### config.mk
export PLATFORM = sky130hd
export DESIGN_NAME = list_reader_flat
export DESIGN_NICKNAME = d
export VERILOG_FILES = /design/src/rtl/tri_pkg.sv /design/src/rtl/list_reader_if.sv /design/src/rtl/list_reader.sv /design/src/flat_wrapper.sv
export SDC_FILE = /design/constraint.sdc
export NUM_CORES = 1
export LEC_CHECK = 0
export ABC_AREA = 1
export CAP_MARGIN = 20
export CORE_UTILIZATION = 44
export CTS_CLUSTER_SIZE = 28
export DETAILED_ROUTE_END_ITERATION = 6
export PLACE_DENSITY = 0.91
export SLEW_MARGIN = 15
export SYNTH_ARGS = -nofsm -noshare
export SYNTH_HDL_FRONTEND = slang
export SYNTH_SLANG_ARGS = --single-unit
### constraint.sdc
create_clock -name Clk -period 12.8 [get_ports Clk]
set_input_delay 3.84 -clock Clk [delete_from_list [all_inputs] [get_ports Clk]]
set_output_delay 3.84 -clock Clk [all_outputs]
set_load 0.02 [all_outputs]
### src/rtl/tri_pkg.sv
// Shared triangle-list types: fixed-point coordinate, vertex and triangle layouts,
// plus the reader FSM state encoding.
package tri_pkg;

   localparam int WI_DEF = 8;
   localparam int WF_DEF = 8;

   typedef logic signed [WI_DEF+WF_DEF-1:0] coord_t;
   typedef coord_t [2:0]  vertex_t;    // [0]=x, [1]=y, [2]=z
   typedef vertex_t [2:0] triangle_t;  // [0..2] = vertex 0..2

   typedef enum logic [2:0] {
      ST_IDLE    = 3'd0,
      ST_FETCH   = 3'd1,
      ST_CAPTURE = 3'd2,
      ST_PRESENT = 3'd3,
      ST_DONE    = 3'd4
   } state_e;

endpackage

### src/rtl/list_reader_if.sv
// Control, triangle-list RAM read port and downstream triangle stream of list_reader.
// master = the reader, slave = its environment (RAM, sequencer, consumer).
interface list_reader_if #(
   parameter int WI      = tri_pkg::WI_DEF,
   parameter int WF      = tri_pkg::WF_DEF,
   parameter int MAX_TRI = 16
);
   localparam int AW = $clog2(MAX_TRI);
   localparam int CW = $clog2(MAX_TRI + 1);
   localparam int TW = 9 * (WI + WF);

   logic          start;
   logic [CW-1:0] tri_num;
   logic          list_r;
   logic [AW-1:0] list_addr;
   logic [TW-1:0] list_data;
   logic          tri_valid;
   logic          tri_ready;
   logic [TW-1:0] tri_out;
   logic          busy;
   logic          frame_done;

   modport master (
      input  start, tri_num, list_data, tri_ready,
      output list_r, list_addr, tri_valid, tri_out, busy, frame_done
   );

   modport slave (
      output start, tri_num, list_data, tri_ready,
      input  list_r, list_addr, tri_valid, tri_out, busy, frame_done
   );

endinterface

### src/rtl/list_reader.sv
// Walks a triangle list in RAM once per start, presenting each stored triangle
// downstream with a valid/ready handshake; fixed 3-cycle cost per triangle.
module list_reader
   import tri_pkg::*;
#(
   parameter int WI      = WI_DEF,
   parameter int WF      = WF_DEF,
   parameter int MAX_TRI = 16
) (
   input  logic          Clk,
   input  logic          Reset,
   list_reader_if.master bus
);

   localparam int AW = $clog2(MAX_TRI);
   localparam int CW = $clog2(MAX_TRI + 1);
   localparam int TW = 9 * (WI + WF);

   localparam logic [2:0] IDLE    = ST_IDLE;
   localparam logic [2:0] FETCH   = ST_FETCH;
   localparam logic [2:0] CAPTURE = ST_CAPTURE;
   localparam logic [2:0] PRESENT = ST_PRESENT;
   localparam logic [2:0] DONE    = ST_DONE;

   logic [2:0]    state_q,   state_d;
   logic [AW-1:0] index_q,   index_d;
   logic [CW-1:0] count_q,   count_d;
   logic [TW-1:0] tri_out_q, tri_out_d;

   // NOTE: sequential state uses non-blocking assignments so all registers
   // update together from the same pre-edge values.
   always_ff @(posedge Clk or posedge Reset) begin
      if (Reset) begin
         state_q   <= IDLE;
         index_q   <= '0;
         count_q   <= '0;
         tri_out_q <= '0;
      end else begin
         state_q   <= state_d;
         index_q   <= index_d;
         count_q   <= count_d;
         tri_out_q <= tri_out_d;
      end
   end

   // NOTE: every output and next-state value gets a default first so no path
   // through the case can leave one unassigned and infer a latch.
   always_comb begin
      state_d        = state_q;
      index_d        = index_q;
      count_d        = count_q;
      tri_out_d      = tri_out_q;
      bus.list_r     = 1'b0;
      bus.list_addr  = '0;
      bus.tri_valid  = 1'b0;
      bus.busy       = (state_q != IDLE);
      bus.frame_done = 1'b0;

      case (state_q)
         IDLE: begin
            if (bus.start) begin
               // Saturating here bounds the index, so list_addr can never wrap.
               count_d = (bus.tri_num > CW'(MAX_TRI)) ? CW'(MAX_TRI) : bus.tri_num;
               index_d = '0;
               state_d = (bus.tri_num == '0) ? DONE : FETCH;
            end
         end
         FETCH: begin
            bus.list_r    = 1'b1;
            bus.list_addr = index_q;
            state_d       = CAPTURE;
         end
         CAPTURE: begin
            tri_out_d = bus.list_data;
            state_d   = PRESENT;
         end
         PRESENT: begin
            bus.tri_valid = 1'b1;
            if (bus.tri_ready) begin
               if (CW'(index_q) == count_q - CW'(1)) begin
                  state_d = DONE;
               end else begin
                  index_d = index_q + AW'(1);
                  state_d = FETCH;
               end
            end
         end
         DONE: begin
            bus.frame_done = 1'b1;
            state_d        = IDLE;
         end
         default: state_d = IDLE;
      endcase
   end

   assign bus.tri_out = tri_out_q;

endmodule

### src/flat_wrapper.sv
// flat-port wrapper written by rule: the top's interface ports become plain ports
module list_reader_flat import tri_pkg::*;
#(
   parameter int WI      = WI_DEF,
   parameter int WF      = WF_DEF,
   parameter int MAX_TRI = 16
)
  (Clk, Reset, bus_start, bus_tri_num, bus_list_data, bus_tri_ready, bus_list_r, bus_list_addr, bus_tri_valid, bus_tri_out, bus_busy, bus_frame_done);
  list_reader_if #(.WI(WI), .WF(WF), .MAX_TRI(MAX_TRI)) bus_i ();
  input  logic Clk;
  input  logic Reset;
  input wire logic [$bits(bus_i.start)-1:0] bus_start;
  input wire logic [$bits(bus_i.tri_num)-1:0] bus_tri_num;
  input wire logic [$bits(bus_i.list_data)-1:0] bus_list_data;
  input wire logic [$bits(bus_i.tri_ready)-1:0] bus_tri_ready;
  output wire logic [$bits(bus_i.list_r)-1:0] bus_list_r;
  output wire logic [$bits(bus_i.list_addr)-1:0] bus_list_addr;
  output wire logic [$bits(bus_i.tri_valid)-1:0] bus_tri_valid;
  output wire logic [$bits(bus_i.tri_out)-1:0] bus_tri_out;
  output wire logic [$bits(bus_i.busy)-1:0] bus_busy;
  output wire logic [$bits(bus_i.frame_done)-1:0] bus_frame_done;
  assign bus_i.start = bus_start;
  assign bus_i.tri_num = bus_tri_num;
  assign bus_i.list_data = bus_list_data;
  assign bus_i.tri_ready = bus_tri_ready;
  assign bus_list_r = bus_i.list_r;
  assign bus_list_addr = bus_i.list_addr;
  assign bus_tri_valid = bus_i.tri_valid;
  assign bus_tri_out = bus_i.tri_out;
  assign bus_busy = bus_i.busy;
  assign bus_frame_done = bus_i.frame_done;
  list_reader #(.WI(WI), .WF(WF), .MAX_TRI(MAX_TRI)) u_core (.Clk(Clk), .Reset(Reset), .bus(bus_i));
endmodule
# Word level (Yosys, flattened, before mapping)
# Cells that the tools add are included.
# word_totals
in_bits,153
regBits,156
wordCells,36
output_inout_bits,152
# op_classes
mux,14
n_eq_ne,8
magnitude_cmp,1
n_addsub,2
n_reduce_logical,7
# op_table
cell,n
$mux W4,4
$mux W3,4
$pmux W3 S4,1
$pmux W4 S2,1
$eq A3 B2 Y1 const B,2
$ne A2 B2 Y1 const B,3
$eq A4 B5 Y1,1
$gt A5 B5 Y1 const B,1
$logic_not A5 Y1,1
$mux W5,1
$sub A5 B1 Y5 const B,1
$add A4 B1 Y4 const B,1
$reduce_and A2 Y1,2
$reduce_and A4 Y1,1
$eq A3 B1 Y1 const B,1
$eq A3 B3 Y1 const B,1
$logic_not A3 Y1,1
$mux W1,3
$reduce_bool A3 Y1,1
$reduce_bool A2 Y1,1

# Logic depth before layout (Yosys ltp)
# logic_depth
word_depth,5
depth_mapped,13

# Worst setup path before layout
# No wires, ideal clock.
# synth_path
kind,flip-flop to output port
start,register u_core.state_q[2]
end,output bus_list_addr[0]
arrival_ns,1.514
path_stages_with_launch,4
setup_slack_ns,7.446
required_ns,8.960
path_buffers,0
cell_sequence,dfrtp_1 -> nor3_1 -> inv_1 -> nor2_1
# synth_via
elab_chain_cells,2
# synth_rtl
element,line_no,rtl
"start, declared",list_reader.sv:25,"logic [2:0] state_q, state_d;"
"start signal, assigned",list_reader.sv:39,state_q <= state_d;
$eq A3 B1 Y1,list_reader.sv:59,case (state_q)
$mux W4,list_reader.sv:59,
"end, declared",flat_wrapper.sv:17,output wire logic [$bits(bus_i.list_addr)-1:0] bus_list_addr;
# Every way passes these cells.

# Worst setup path in the final report
# layout_path
start,register u_core.state_q[2]
end,output bus_list_addr[3]
# The elaborated chain is that of the path after synthesis.

==> reports/metrics.yaml <==
outcome:
  status: "finished, final reports clean"
sta:
  maxSlewHeadroom_pct: 41.8
  holdWs_ns: 0.467
  setup_viol: 0
  drv_slew: 0
  hold_violations: 0
  worst_pin_slew_ns: 0.873
  min_period_ns: 5.87
  finClkSkew_ns: 0.00538
  max_freq_mhz: 170
  fin_crit_sh_pct: 45.9
  rsz0062_at_grt: "false"
  timing.setup.tns_ns: 0
global_route:
  antenna_found_initial: 0
  overflow: 0
  grt_pass1_wl_mm: 28.6
  grt_use_total_pct: 25.9
  grt_pass1_vias: 5813
  grt_max_degree: 87
drt:
  vias: 5829
  drt-total-wl_mm: 18.4
  drc: 0
  ant_nets: 0
  first_pass_iters: 5
  vias_per_cell: 4.81
  drt_iter0_markers: 324
  wl_per_cell_um: 15.2
final_layout:
  regArea_mm2: 0.00390
  instances_no_fill: 1212
  layout-drive-gt1-share_pct: 4.25
  fillers: 953
  area_growth_pct: 60.5
  fin_area_mm2: 0.00993
  multi_input_area_mm2: 0.00204
  num_antenna_cells: 0
  nets: 1179
clock_network:
  cts_setup_buffers: 0
  cts_max_level: 4
  cts_max_path_buffers: 2
  path_clk_slew_ns: 0.06
  clk_latency_ns: 0.42
  cts-resized-gates: 0
  cts-buffers-inserted: 17
  cts_sinks: 156
  cts_hold_buf: 0
  cts_root_buffer: "clkbuf_16"
  tritoncts: "built"
place:
  portBuffers: 304
  gp_congestion: 0.796
  hpwl_mm: 12.6
  dpl-instance-area_mm2: 0.00934
  dp_cells: 1181
floorplanning:
  core-area_mm2: 0.0135
  pin_count: 305
  start_util_pct: 46.0
  rows: 42
  die_w_um: 121
  die-area_mm2: 0.0145
  die_h_um: 121
setup_path:
  path_buf_inv: 2
  critPathKind: "reg2out"
  critPathTopFamily: "buffers and inverters"
  arrival_ns: 2.03
  cp_cell_sequence: "nor3_1 > inv_1 > nor2_1 > clkdlybuf4s50_1"
  crit_required_ns: 8.96
  crit_path_top_delay_cell: "clkdlybuf4s50_1"
  cp-start-kind: "flop"
  crit_path_end_kind: "output pin"
  worstPathMaxFanout: 5
  critPathMaxStageDelay_ns: 0.62
job:
  maxCapViolCount: 0
yosys:
  synth_cell_type_count: 23
  syn-num-nets: 883
  yosys_warnings: 0
  netlist_area_mm2: 0.00619
  syn_avg_cell_area_um2: 8.50
  synthCells: 728
  yosys_register_bits: 156
  yosysSeqAreaShare_pct: 63.1
power:
  pwr_density_cell_mw_per_mm2: 278
  p_leak_nw: 4.92
  vdd.ir_drop.worst_mv: 0.170
  p_total_mw: 2.76
min_path:
  hold_path_class: "reg2reg"
[layout by cell type, fill, tap and decap left out, types with 2 or more instances in the layout]
cell type          n
inv_6              2
clkbuf_16         17
nor3_4             2
nor2_1            12
nand3_1            8
o22ai_1            2
clkinvlp_4         3
inv_1             20
inv_2              3
clkdlybuf4s50_1  304
clkinv_2           5
bufinv_16          3
nand4_1            5
nand2_1          471
nor3_1             3
dfrtp_1          156
buf_4              4
a21oi_1            4
ha_1               2
o21ai_0            2
[per-stage QoR]
stage | worst slack [ns] | util (%)
after floorplan | 4.75 | -
after global placement | 6.97 | 69.4
after detailed placement | 6.95 | 69.4
after CTS | 6.92 | 73.8
after global routing | 6.77 | 73.8
final | 6.93 | 73.8
[cells in the mapped netlist, drive strengths merged]
master  instances  area (um2)
inv            25        93.8
dfrtp         156        3900
a21oi           4        20.0
nand3           9        50.1
xor2            1        8.76
o21ai           3        18.8
nor3            5        41.3
nand2         472        1770
clkbuf         10        37.5
buf            21         115
ha              2        25.0
o22ai           2        12.5
nand4           5        31.3
xnor2           1        8.76
nor2           12        45.0
[where the power goes]
group | switching [mW] | internal [mW] | total, mW
Clock | 0.193 | 0.309 | 0.502
Combinational | 0.804 | 0.583 | 1.39
Sequential | 0.138 | 0.736 | 0.874
Total | 1.13 | 1.63 | 2.76
[cell families (layout without fill, tap and decap cells)]
kind of cell	Yosys count	after routing	share of synthesized area, %
AND/OR/NAND/NOR	503	503	31.4
flip-flops	156	156	63.1
buffers and inverters	56	364	3.98
AO/OA/AOI/OAI	9	9	0.829
adder cells (fa/ha/maj)	2	2	0.404
XOR/XNOR	2	2	0.283
[routing by layer]
layer  part of all wire, %  vias to the layer above  track usage, %
li1                      -                     2789               -
met1                    37                     2711            27.2
met2                    51                      265            46.9
met3                   7.4                       64            7.22
met4                   4.0                        0            13.7
met5                     0                        -               0
[state kept, by name (all words and copies together), names as in the netlist]
signal and cells:
u_core.bus.tri_out 144, u_core.count_q 5, u_core.index_q 4, u_core.state_q 3
[worst reg2reg max path, stage by stage (launching register included)]
cell	delay (ns)
dfrtp_1	0.45
nor3_4	0.26
buf_4	0.62
buf_4	0.75
nand2_1	0.23
nand2_1	0.11
[final timing paths]
path / startpoint / endpoint / slack, ns / cells past startpoint
hold reg to reg: u_core.bus.tri_out[85] / u_core.bus.tri_out[85] / 0.47 / 2
hold / removal: u_core.bus.tri_out[85] / u_core.bus.tri_out[85] / 0.47 / 2
setup / recovery: u_core.state_q[2] / bus_list_addr[3] / 6.93 / 4
max in group asynchronous: Reset / u_core.bus.tri_out[142] / 7.49 / 3
min in group asynchronous: Reset / u_core.bus.tri_out[111] / 3.93 / 2
setup reg to reg: u_core.state_q[2] / u_core.bus.tri_out[111] / 10.32 / 5
[layout make-up]
cell class | count | area share, %
clock inverters | 12 | 1.47
repair buffers | 308 | 30.9
multi-input cells | 516 | 20.6
inverters | 25 | 1.02
flip-flops and latches | 156 | 39.3
clock buffers | 19 | 4.46
well taps | 176 | 2.22
(Power assumes the default switching activity.)
